### config.mk
export PLATFORM = sky130hd
export DESIGN_NAME = multi_cycle_ctrl
export DESIGN_NICKNAME = d
export VERILOG_FILES = /design/src/rtl/mc_ctrl_pkg.sv /design/src/rtl/alu_op_decode.sv /design/src/rtl/multi_cycle_ctrl.sv
export SDC_FILE = /design/constraint.sdc
export NUM_CORES = 1
export LEC_CHECK = 0
export ABC_AREA = 1
export CORE_UTILIZATION = 38
export DETAILED_ROUTE_END_ITERATION = 7
export PLACE_DENSITY_LB_ADDON = 0.25
export SLEW_MARGIN = 20
export SYNTH_ARGS = -nofsm -noshare
export SYNTH_HDL_FRONTEND = slang
export SYNTH_SLANG_ARGS = --single-unit
### constraint.sdc
create_clock -name CLK -period 1.25 [get_ports CLK]
set_clock_uncertainty 0.1 [all_clocks]
set_input_delay 0.1875 -clock CLK [delete_from_list [all_inputs] [get_ports CLK]]
set_output_delay 0.1875 -clock CLK [all_outputs]
set_load 0.05 [all_outputs]
### src/rtl/mc_ctrl_pkg.sv
// Shared encodings for the multi-cycle control path: opcodes, FSM states, ALU codes, PC/RegDst selects.
package mc_ctrl_pkg;

   localparam int unsigned OP_W    = 6;
   localparam int unsigned ST_W    = 3;
   localparam int unsigned ALUOP_W = 3;

   typedef enum logic [ST_W-1:0] {
      ST_IF     = 3'b000,
      ST_ID     = 3'b001,
      ST_EXE_LS = 3'b010,
      ST_MEM    = 3'b011,
      ST_WB_LD  = 3'b100,
      ST_EXE_BR = 3'b101,
      ST_EXE_AL = 3'b110,
      ST_WB_AL  = 3'b111
   } state_t;

   localparam logic [OP_W-1:0] OP_ADD   = 6'b000000;
   localparam logic [OP_W-1:0] OP_SUB   = 6'b000001;
   localparam logic [OP_W-1:0] OP_ADDIU = 6'b000010;
   localparam logic [OP_W-1:0] OP_AND   = 6'b010000;
   localparam logic [OP_W-1:0] OP_ANDI  = 6'b010001;
   localparam logic [OP_W-1:0] OP_ORI   = 6'b010010;
   localparam logic [OP_W-1:0] OP_XORI  = 6'b010011;
   localparam logic [OP_W-1:0] OP_SLL   = 6'b011000;
   localparam logic [OP_W-1:0] OP_SLTI  = 6'b011100;
   localparam logic [OP_W-1:0] OP_SW    = 6'b110000;
   localparam logic [OP_W-1:0] OP_LW    = 6'b110001;
   localparam logic [OP_W-1:0] OP_BEQ   = 6'b110100;
   localparam logic [OP_W-1:0] OP_BNE   = 6'b110101;
   localparam logic [OP_W-1:0] OP_BLTZ  = 6'b110110;
   localparam logic [OP_W-1:0] OP_J     = 6'b111000;
   localparam logic [OP_W-1:0] OP_JR    = 6'b111001;
   localparam logic [OP_W-1:0] OP_JAL   = 6'b111010;
   localparam logic [OP_W-1:0] OP_HALT  = 6'b111111;

   localparam logic [ALUOP_W-1:0] ALU_ADD  = 3'b000;
   localparam logic [ALUOP_W-1:0] ALU_SUB  = 3'b001;
   localparam logic [ALUOP_W-1:0] ALU_SLL  = 3'b010;
   localparam logic [ALUOP_W-1:0] ALU_OR   = 3'b011;
   localparam logic [ALUOP_W-1:0] ALU_AND  = 3'b100;
   localparam logic [ALUOP_W-1:0] ALU_SLTU = 3'b101;
   localparam logic [ALUOP_W-1:0] ALU_SLT  = 3'b110;
   localparam logic [ALUOP_W-1:0] ALU_XOR  = 3'b111;

   localparam logic [1:0] PCSRC_SEQ = 2'b00;
   localparam logic [1:0] PCSRC_BR  = 2'b01;
   localparam logic [1:0] PCSRC_RS  = 2'b10;
   localparam logic [1:0] PCSRC_JMP = 2'b11;

   localparam logic [1:0] RD_RA = 2'b00;
   localparam logic [1:0] RD_RT = 2'b01;
   localparam logic [1:0] RD_RD = 2'b10;

   function automatic logic is_jump(input logic [OP_W-1:0] op);
      return (op == OP_J) || (op == OP_JR) || (op == OP_JAL);
   endfunction

   function automatic logic is_branch(input logic [OP_W-1:0] op);
      return (op == OP_BEQ) || (op == OP_BNE) || (op == OP_BLTZ);
   endfunction

   function automatic logic is_mem(input logic [OP_W-1:0] op);
      return (op == OP_SW) || (op == OP_LW);
   endfunction

endpackage

### src/rtl/alu_op_decode.sv
// Combinational opcode decode: ALU operation, operand selects, immediate extension, R-type and legality.
module alu_op_decode
   import mc_ctrl_pkg::*;
(
   input  logic [OP_W-1:0]    op,
   output logic [ALUOP_W-1:0] alu_op,
   output logic               ext_sel,
   output logic               alu_src_a,
   output logic               alu_src_b,
   output logic               r_type,
   output logic               legal
);

   always_comb begin
      alu_op    = ALU_ADD;
      ext_sel   = 1'b0;
      alu_src_a = 1'b0;
      alu_src_b = 1'b0;
      r_type    = 1'b0;
      legal     = 1'b1;
      case (op)
         OP_ADD:   r_type = 1'b1;
         OP_SUB: begin
            alu_op = ALU_SUB;
            r_type = 1'b1;
         end
         OP_ADDIU: begin
            ext_sel   = 1'b1;
            alu_src_b = 1'b1;
         end
         OP_AND: begin
            alu_op = ALU_AND;
            r_type = 1'b1;
         end
         OP_ANDI: begin
            alu_op    = ALU_AND;
            alu_src_b = 1'b1;
         end
         OP_ORI: begin
            alu_op    = ALU_OR;
            alu_src_b = 1'b1;
         end
         OP_XORI: begin
            alu_op    = ALU_XOR;
            alu_src_b = 1'b1;
         end
         OP_SLL: begin
            alu_op    = ALU_SLL;
            alu_src_a = 1'b1;
            r_type    = 1'b1;
         end
         OP_SLTI: begin
            alu_op    = ALU_SLT;
            ext_sel   = 1'b1;
            alu_src_b = 1'b1;
         end
         OP_SW, OP_LW: begin
            ext_sel   = 1'b1;
            alu_src_b = 1'b1;
         end
         // branches compare rs-rt; the offset is sign-extended for the target adder
         OP_BEQ, OP_BNE, OP_BLTZ: begin
            alu_op  = ALU_SUB;
            ext_sel = 1'b1;
         end
         OP_J, OP_JR, OP_JAL, OP_HALT: ;
         default:  legal = 1'b0;
      endcase
   end

endmodule

### src/rtl/multi_cycle_ctrl.sv
// Multi-cycle control FSM: sequences IF/ID/EXE/MEM/WB and decodes datapath controls from state and op.
// Build option MC_CTRL_ILLEGAL_TRAP_EN: unknown opcodes halt and raise a sticky 'illegal' output.
module multi_cycle_ctrl
   import mc_ctrl_pkg::*;
(
   input  logic               CLK,
   input  logic               RST_n,
   input  logic [OP_W-1:0]    op,
   input  logic               zero,
   input  logic               sign,
   output logic               PCWre,
   output logic               IRWre,
   output logic               InsMemRW,
   output logic               ALUSrcA,
   output logic               ALUSrcB,
   output logic               ExtSel,
   output logic [ALUOP_W-1:0] ALUOp,
   output logic               mRD,
   output logic               mWR,
   output logic               DBDataSrc,
   output logic               RegWre,
   output logic               WrRegDSrc,
   output logic [1:0]         RegDst,
   output logic [1:0]         PCSrc,
`ifdef MC_CTRL_ILLEGAL_TRAP_EN
   output logic               illegal,
`endif
   output logic [ST_W-1:0]    state
);

   state_t               cur;
   logic                 halted;
   logic [ALUOP_W-1:0]   dec_alu_op;
   logic                 dec_ext_sel;
   logic                 dec_src_a;
   logic                 dec_src_b;
   logic                 dec_r_type;
   logic                 dec_legal;
   logic                 br_taken;

   alu_op_decode u_dec (
      .op        (op),
      .alu_op    (dec_alu_op),
      .ext_sel   (dec_ext_sel),
      .alu_src_a (dec_src_a),
      .alu_src_b (dec_src_b),
      .r_type    (dec_r_type),
      .legal     (dec_legal)
   );

   // HALT reuses the ID encoding; the sticky halted bit freezes the FSM until reset
   always_ff @(posedge CLK or negedge RST_n) begin
      if (!RST_n) begin
         cur    <= ST_IF;
         halted <= 1'b0;
`ifdef MC_CTRL_ILLEGAL_TRAP_EN
         illegal <= 1'b0;
`endif
      end else if (!halted) begin
         case (cur)
            ST_IF: cur <= ST_ID;
            ST_ID: begin
               if (is_jump(op))        cur <= ST_IF;
               else if (op == OP_HALT) halted <= 1'b1;
               else if (is_branch(op)) cur <= ST_EXE_BR;
               else if (is_mem(op))    cur <= ST_EXE_LS;
               else if (!dec_legal) begin
`ifdef MC_CTRL_ILLEGAL_TRAP_EN
                  halted  <= 1'b1;
                  illegal <= 1'b1;
`else
                  cur <= ST_IF;
`endif
               end else begin
                  cur <= ST_EXE_AL;
               end
            end
            ST_EXE_AL: cur <= ST_WB_AL;
            ST_EXE_BR: cur <= ST_IF;
            ST_EXE_LS: cur <= ST_MEM;
            ST_MEM:    cur <= (op == OP_SW) ? ST_IF : ST_WB_LD;
            ST_WB_AL:  cur <= ST_IF;
            ST_WB_LD:  cur <= ST_IF;
            default:   cur <= ST_IF;
         endcase
      end
   end

   assign state = cur;

   always_comb begin
      case (op)
         OP_BEQ:  br_taken = zero;
         OP_BNE:  br_taken = !zero;
         OP_BLTZ: br_taken = sign;
         default: br_taken = 1'b0;
      endcase
   end

   // Moore decode; ALU controls are held across EXE, MEM and WB so ALU outputs stay stable
   always_comb begin
      PCWre     = 1'b0;
      IRWre     = 1'b0;
      InsMemRW  = 1'b0;
      ALUSrcA   = 1'b0;
      ALUSrcB   = 1'b0;
      ExtSel    = 1'b0;
      ALUOp     = ALU_ADD;
      mRD       = 1'b0;
      mWR       = 1'b0;
      DBDataSrc = 1'b0;
      RegWre    = 1'b0;
      WrRegDSrc = 1'b0;
      RegDst    = RD_RA;
      PCSrc     = PCSRC_SEQ;
      if (!halted) begin
         if (cur != ST_IF && cur != ST_ID) begin
            ALUOp   = dec_alu_op;
            ALUSrcA = dec_src_a;
            ALUSrcB = dec_src_b;
            ExtSel  = dec_ext_sel;
         end
         case (cur)
            ST_IF: begin
               IRWre    = 1'b1;
               InsMemRW = 1'b1;
            end
            ST_ID: begin
               if (is_jump(op)) begin
                  PCWre = 1'b1;
                  PCSrc = (op == OP_JR) ? PCSRC_RS : PCSRC_JMP;
                  if (op == OP_JAL) begin
                     RegWre    = 1'b1;
                     RegDst    = RD_RA;
                     WrRegDSrc = 1'b0;
                  end
               end
`ifndef MC_CTRL_ILLEGAL_TRAP_EN
               else if (!dec_legal) begin
                  PCWre = 1'b1;
               end
`endif
            end
            ST_EXE_BR: begin
               PCWre = 1'b1;
               PCSrc = br_taken ? PCSRC_BR : PCSRC_SEQ;
            end
            ST_MEM: begin
               if (op == OP_SW) begin
                  mWR   = 1'b1;
                  PCWre = 1'b1;
               end else begin
                  mRD = 1'b1;
               end
            end
            ST_WB_AL: begin
               RegWre    = 1'b1;
               WrRegDSrc = 1'b1;
               RegDst    = dec_r_type ? RD_RD : RD_RT;
               PCWre     = 1'b1;
            end
            ST_WB_LD: begin
               RegWre    = 1'b1;
               WrRegDSrc = 1'b1;
               DBDataSrc = 1'b1;
               RegDst    = RD_RT;
               PCWre     = 1'b1;
            end
            default: ;
         endcase
      end
   end

endmodule

==> results of run 1 <==
cells in the mapped netlist:
library cell / n
nor4_2: 2
nand2_4: 1
o31ai_1: 1
clkinv_4: 1
or2_2: 1
nand3_2: 4
o211ai_1: 1
nor2_4: 2
nor4_1: 2
nand2_2: 5
nand4_1: 3
a221oi_1: 1
nor2_2: 6
nor3_1: 3
inv_1: 16
nor2_1: 19
o21ai_0: 3
inv_2: 5
dfrtp_1: 4
o21ai_1: 4
buf_1: 1
buf_4: 1
clkinv_1: 1
nor3_2: 2
nand2_1: 21
a21oi_1: 6
a21oi_2: 1
nand3_1: 10
metrics by stage:
step / hold WS, ps / instances / cell area [sq um] / TNS [ps]
after floorplan: -208 / 127 / 911 / -8270
after global placement: 294 / 218 / 1720 / -12800
after detailed placement: 307 / 218 / 1720 / -15820
cell families after synthesis:
logic type             after synthesis  synth area share [%]
DFF                                  4                  13.5
buffers and inverters               25                  13.9
AOI/OAI and AO/OA                   17                  13.2
and+or+nand+nor                     81                  59.5
==> results.yml, run 1 <==
synthesis:
  ys_ff_latch: 4
  yosysWarnings: 0
  synth_top_cell_area_share_pct: 13.5
  synth_seq_area_share_pct: 13.5
  synthTopCellsByArea: "dfrtp_1 (14%), nand2_1 (11%), nor2_1 (9.6%), inv_1 (8.1%), nand3_1 (6.8%)"
  syn_nets: 137
  syn_area_sq_um: 741
  syn_inst: 127
  synth_top_cell_by_area: "dfrtp_1"
  avgSynthCellArea_sq_um: 5.83
  synth_cell_types: 28
clock_network:
  htree_levels: 1
  clockBufferDepth: 2
  cts.sinks: 4
  cts_made_buffers: 3
  postCtsSetupBuffers: 10
  root_buffer: "clkbuf_4"
  cts_resized: 81
  ctsHoldBuffers: 0
die:
  start_util_pct: 41.5
  rows: 15
  die_w_microns: 46.2
  ios: 31
  die_y_microns: 46.2
run_status:
  status: "stopped before the end"
  stop_stage: "4_1_cts"
  firstError: "[ERROR DPL-0038] Utilization greater than 100%, impossible to legalize"
placed_design:
  detailed_place_hpwl_mm: 3.46
  pre_cts_ws_ps: -1100
  io_buffers: 30
  gp_congestion: 0.908
==> run 2, diff against run 1 <==
--- a/config.mk
+++ b/config.mk
@@ -6,9 +6,10 @@
 export NUM_CORES = 1
 export LEC_CHECK = 0
 export ABC_AREA = 1
-export CORE_UTILIZATION = 38
+export CORE_AREA = 2 2 63 65
 export DETAILED_ROUTE_END_ITERATION = 7
-export PLACE_DENSITY_LB_ADDON = 0.25
+export DIE_AREA = 0 0 65 67
+export PLACE_DENSITY_LB_ADDON = 0.15
 export SLEW_MARGIN = 20
 export SYNTH_ARGS = -nofsm -noshare
 export SYNTH_HDL_FRONTEND = slang
==> constraint.sdc (replaced) <==
create_clock -name CLK -period 1.6 [get_ports CLK]
set_clock_uncertainty 0.1 [all_clocks]
set_input_delay 0.24 -clock CLK [delete_from_list [all_inputs] [get_ports CLK]]
set_output_delay 0.24 -clock CLK [all_outputs]
set_load 0.05 [all_outputs]
==> run 2 against run 1 <==
The flow now finishes, with violations (negative setup slack). Area after synthesis unchanged. Synthesized cell count unchanged.
==> results.yml, run 2 <==
die:
  die_y_microns: 67
  die_w_microns: 65
  dieArea_sq_um: 4360
  core_sq_um: 3610
  rows: 22
  ios: 31
  start_util_pct: 20.5
sta:
  timing.fmax_mhz: 527
  hold_ws_ps: 116
  tns_ps: -2950
  setup_viol: 18
  rsz0062_at_grt: "true"
  finalHoldViolations: 0
  slew_headroom_pct: 80.3
  maxSlewViolCount: 0
  fin_crit_ps: 1900
  tightest_slew_ps: 294
  setup_ws_ps: -298
  period_share_pct: 119
synthesis:
  syn_inst: 127
  syn_area_sq_um: 741
  synth_seq_area_share_pct: 13.5
  synthFlopType: "dfrtp_1"
  yosysWarnings: 0
  synth_top_cell_area_share_pct: 13.5
  avgSynthCellArea_sq_um: 5.83
  async_flop_share_pct: 100
  syn_nets: 137
  synthTopCellsByArea: "dfrtp_1 (14%), nand2_1 (11%), nor2_1 (9.6%), inv_1 (8.1%), nand3_1 (6.8%)"
  synth_edf_count: 0
  ys_ff_latch: 4
  yosysMostFrequentCell: "nand2_1"
  synth_cell_types: 28
  synth_common_cells: "nand2_1 (21), nor2_1 (19), inv_1 (16)"
  synth_top_cell_by_area: "dfrtp_1"
drt:
  finalWirelength_mm: 3.20
  vias: 1197
  drtAntennaViolNets: 0
  drc: 0
  viasPerCell: 4.45
  wl_per_cell_microns: 11.9
  drtIter0Drc: 26
  first_pass_iters: 4
clock_network:
  clkSlewWorstSetupHoldPaths_ps: 30
  root_buffer: "clkbuf_8"
  htree_levels: 1
  cts.sinks: 4
  ctsHoldBuffers: 0
  cts_tree: "built"
  clockBufferDepth: 2
  clkLatencyLatePin_ps: 220
  cts_made_buffers: 3
finish:
  fin_nets: 232
  largest_reg_flops: 3
  final_cell_mix: "buf_4 (48), buf_12 (21), buf_6 (17)"
  fin_cells: 269
  final_common_cell: "buf_4"
  antenna_cells: 0
  drive_gt1_share_pct: 78.3
  area_delta_synth_final_pct: 201
  stdcell_area_sq_um: 2230
  fin_util_pct: 61.9
  fillers: 303
grt:
  antenna_found_initial: 0
  grt_pass1_wl_mm: 5.13
  grt_pass1_vias: 1176
  overflow: 0
  grt_max_degree: 9
  grt_use_total_pct: 15.2
run_status:
  violations: "negative setup slack"
  status: "finished with violations"
run:
  cap_violations: 0
power_and_ir_drop:
  p_per_area_nw_per_um2: 241
  peakVddDrop_mv: 0.145
  p_leak_nw: 0.989
  power_mw: 0.538
worst_setup_path:
  path_class: "register to output pin"
  cp_max_fo: 5
  r2r-start: "state[0]"
  cp-start-kind: "register"
  ff2ff_path_depth: 7
  timing.rr.end: "state[0]"
  required_ps: 1260
  cp-startpoint: "state[1]"
  crit_end: "RegDst[0]"
  worstPathArrival_ps: 1560
  ff2ff_setup_slack_ps: 70
  end_kind: "output pin"
placed_design:
  detailed_place_hpwl_mm: 2.32
  dpl_cell_area_sq_um: 1760
  placed_cells: 243
  pre_cts_ws_ps: -657
  gp_congestion: 0.848
  io_buffers: 30
min_path:
  hold_path_class: "input port to async pin"
run 2: cell counts after synthesis:
No cell type changed its count.
run 2: cell families (layout without fill, tap and decap cells):
group | count (synthesis) | count (layout) | synth area share [%]
AND/OR/NAND/NOR | 81 | 81 | 59.5
buffers and inverters | 25 | 119 | 13.9
AO/OA/AOI/OAI | 17 | 17 | 13.2
flip-flops | 4 | 4 | 13.5
run 2: power breakdown:
part           total [mW]  internal (mW)  switching, mW
registers           0.102          0.102              0
logic               0.209          0.105          0.104
clock network       0.228          0.171         0.0573
run 2: timing repair:
item	CTS	global route
pin swaps	27	22
endpoints found under the setup margin	21	21
gates resized for setup	76	33
setup buffers	19	10
run 2: critical path, stage by stage, from the launching register on:
cell and delay, ps:
dfrtp_2 440, inv_2 90, nor2_4 50, buf_6 110, nor4_4 230, inv_2 100, a21oi_4 150, buf_12 150
run 2: worst min-delay path by stage:
stage	endpoint	cells after the start	from	slack (ps)
3_5_place_dp	state[2]	1	RST_n	350
6_report	halted	1	RST_n	120
2_1_floorplan	halted	0	RST_n	-160
3_3_place_gp	halted	1	RST_n	340
4_1_cts	state[2]	1	RST_n	120
5_1_grt	halted	1	RST_n	120
run 2: layout make-up:
cell class                      count  area (sq um)  share of cell area (%)
Clock buffer                        4          45.0                    2.02
Sequential cell                     4           106                    4.77
Tap cell                           48          60.1                    2.69
Timing Repair Buffer               92          1030                    46.0
Inverter                           23           106                    4.77
Multi-Input combinational cell     98           886                    39.7
run 2: metal layers:
layer  GRT usage [%]  up-vias  wire [microns]
met2            27.8       28            1760
met1            17.7      553            1270
li1                -      609               -
met4            4.79        0              36
met5               0        -               0
met3            2.70        7             145
Note: power is estimated with default switching activity, not from simulation.
==> run 3, diff against run 2 <==
--- a/config.mk
+++ b/config.mk
@@ -7,6 +7,7 @@
 export LEC_CHECK = 0
 export ABC_AREA = 1
 export CORE_AREA = 2 2 63 65
+export CTS_BUF_LIST = sky130_fd_sc_hd__clkbuf_8
 export DETAILED_ROUTE_END_ITERATION = 7
 export DIE_AREA = 0 0 65 67
 export PLACE_DENSITY_LB_ADDON = 0.15
==> run 3 against run 2 <==
The flow still finishes with violations (negative setup slack). Sequential power hardly changed. Clock-buffer cell count down 1. Final area stayed put. Wire length grew 0.81%. Critical path type unchanged.
==> results.yml, run 3 (synthesized netlist as in run 2, its figures left out) <==
run_status:
  status: "finished with violations"
  violations: "negative setup slack"
drt:
  drtIter0Drc: 24
  drc: 0
  finalWirelength_mm: 3.23
  viasPerCell: 4.45
  drtAntennaViolNets: 0
  first_pass_iters: 4
  vias: 1198
  wl_per_cell_microns: 12.0
finish:
  multi_input_area_sq_um: 886
  final_common_cell: "buf_4"
  seq_area_sq_um: 106
  fin_nets: 232
  fillers: 304
  area_delta_synth_final_pct: 201
  largest_reg_flops: 3
  antenna_cells: 0
  drive_gt1_share_pct: 78.3
  fin_cells: 269
  final_cell_mix: "buf_4 (48), buf_12 (21), buf_6 (17)"
clock_network:
  root_buffer: "clkbuf_8"
  ctsHoldBuffers: 0
  cts.sinks: 4
  cts_tree: "built"
  cts_made_buffers: 3
  htree_levels: 1
  clockBufferDepth: 2
  clkLatencyLatePin_ps: 220
  clkSlewWorstSetupHoldPaths_ps: 30
die:
  core_sq_um: 3610
  start_util_pct: 20.5
  ios: 31
  die_w_microns: 65
  die_y_microns: 67
  dieArea_sq_um: 4360
  rows: 22
worst_setup_path:
  cp-startpoint: "state[1]"
  critPathTopFamily: "buffers and inverters"
  critPathBufInv: 4
  cp-start-kind: "register"
  max_stage_delay_ps: 440
  cpMostUsedCell: "inv_2"
  path_class: "register to output pin"
  end_kind: "output pin"
  crit_chain: "inv_2, nor2_4, buf_6, nor4_4, inv_2, a21oi_4, buf_12"
  required_ps: 1260
  cpMaxStageDelayCell: "dfrtp_2"
  cp_max_fo: 5
  worstPathArrival_ps: 1550
  r2r-start: "state[0]"
run:
  cap_violations: 0
grt:
  grt_pass1_vias: 1176
  overflow: 0
  grt_use_total_pct: 15.2
  antenna_found_initial: 0
  grt_pass1_wl_mm: 5.13
  grt_max_degree: 9
placed_design:
  placed_cells: 243
  io_buffers: 30
  gp_congestion: 0.848
  detailed_place_hpwl_mm: 2.32
sta:
  setup_ws_ps: -291
  tns_ps: -2940
  slew_headroom_pct: 80.3
  timing.fmax_mhz: 529
  setup_viol: 18
  tightest_slew_ps: 294
  rsz0062_at_grt: "true"
  period_share_pct: 118
  maxSlewViolCount: 0
  finalHoldViolations: 0
  fin_crit_ps: 1890
power_and_ir_drop:
  p_leak_nw: 0.993
  p_per_area_nw_per_um2: 239
  peakVddDrop_mv: 0.145
min_path:
  hold_path_class: "input port to async pin"
[run 3: cell count changes in the layout (fill, tap and decap cells not counted), sizes merged]
| cell | change |
|---|---|
| clkbuf | -1 |
| inv | +1 |
[run 3: layout make-up]
class / instances / share of cell area, %
clock buffers: 3 / 1.85
clock inverters: 1 / 0.168
flip-flops and latches: 4 / 4.77
inverters: 23 / 4.77
multi-input cells: 98 / 39.7
well taps: 48 / 2.69
repair buffers: 92 / 46.0
[run 3: power breakdown]
part / total, mW / internal [mW] / switching [mW]
clock network: 0.222 / 0.164 / 0.0579
registers: 0.102 / 0.102 / 0
logic: 0.209 / 0.105 / 0.105
[run 3: metrics by stage]
step,hold WS [ps],total power [mW],utilization (%),worst slack [ps],instance area [sq um]
floorplan,-156,0.157,-,-623,900
global placement,344,0.236,48.8,-650,1760
detailed placement,346,0.237,48.8,-657,1760
CTS,118,0.517,57.4,-252,2070
global route,118,0.552,61.9,-348,2230
finish,116,0.533,61.9,-291,2230
[run 3: path summary, 6_finish.rpt]
path	end	slack, ps	depth (start not counted)
setup / recovery	RegDst[0]	-290	7
hold / removal	state[2]	120	1
setup reg to reg	state[0]	70	7
hold reg to reg	state[1]	510	2
max in group asynchronous	state[2]	1110	1
min in group CLK	halted	490	6
[run 3: timing repair]
item,CTS,global route
gates cloned,0,0
setup buffers,19,10
endpoints found under the setup margin,21,21
resized for setup,76,33
pin swaps,27,21
[run 3: routing by layer]
| layer | GRT usage (%) | part of all wire [%] |
|---|---|---|
| met1 | 17.7 | 39 |
| met2 | 27.8 | 55 |
| met3 | 2.70 | 4.6 |
| met4 | 4.79 | 0.84 |
| met5 | 0 | 0 |
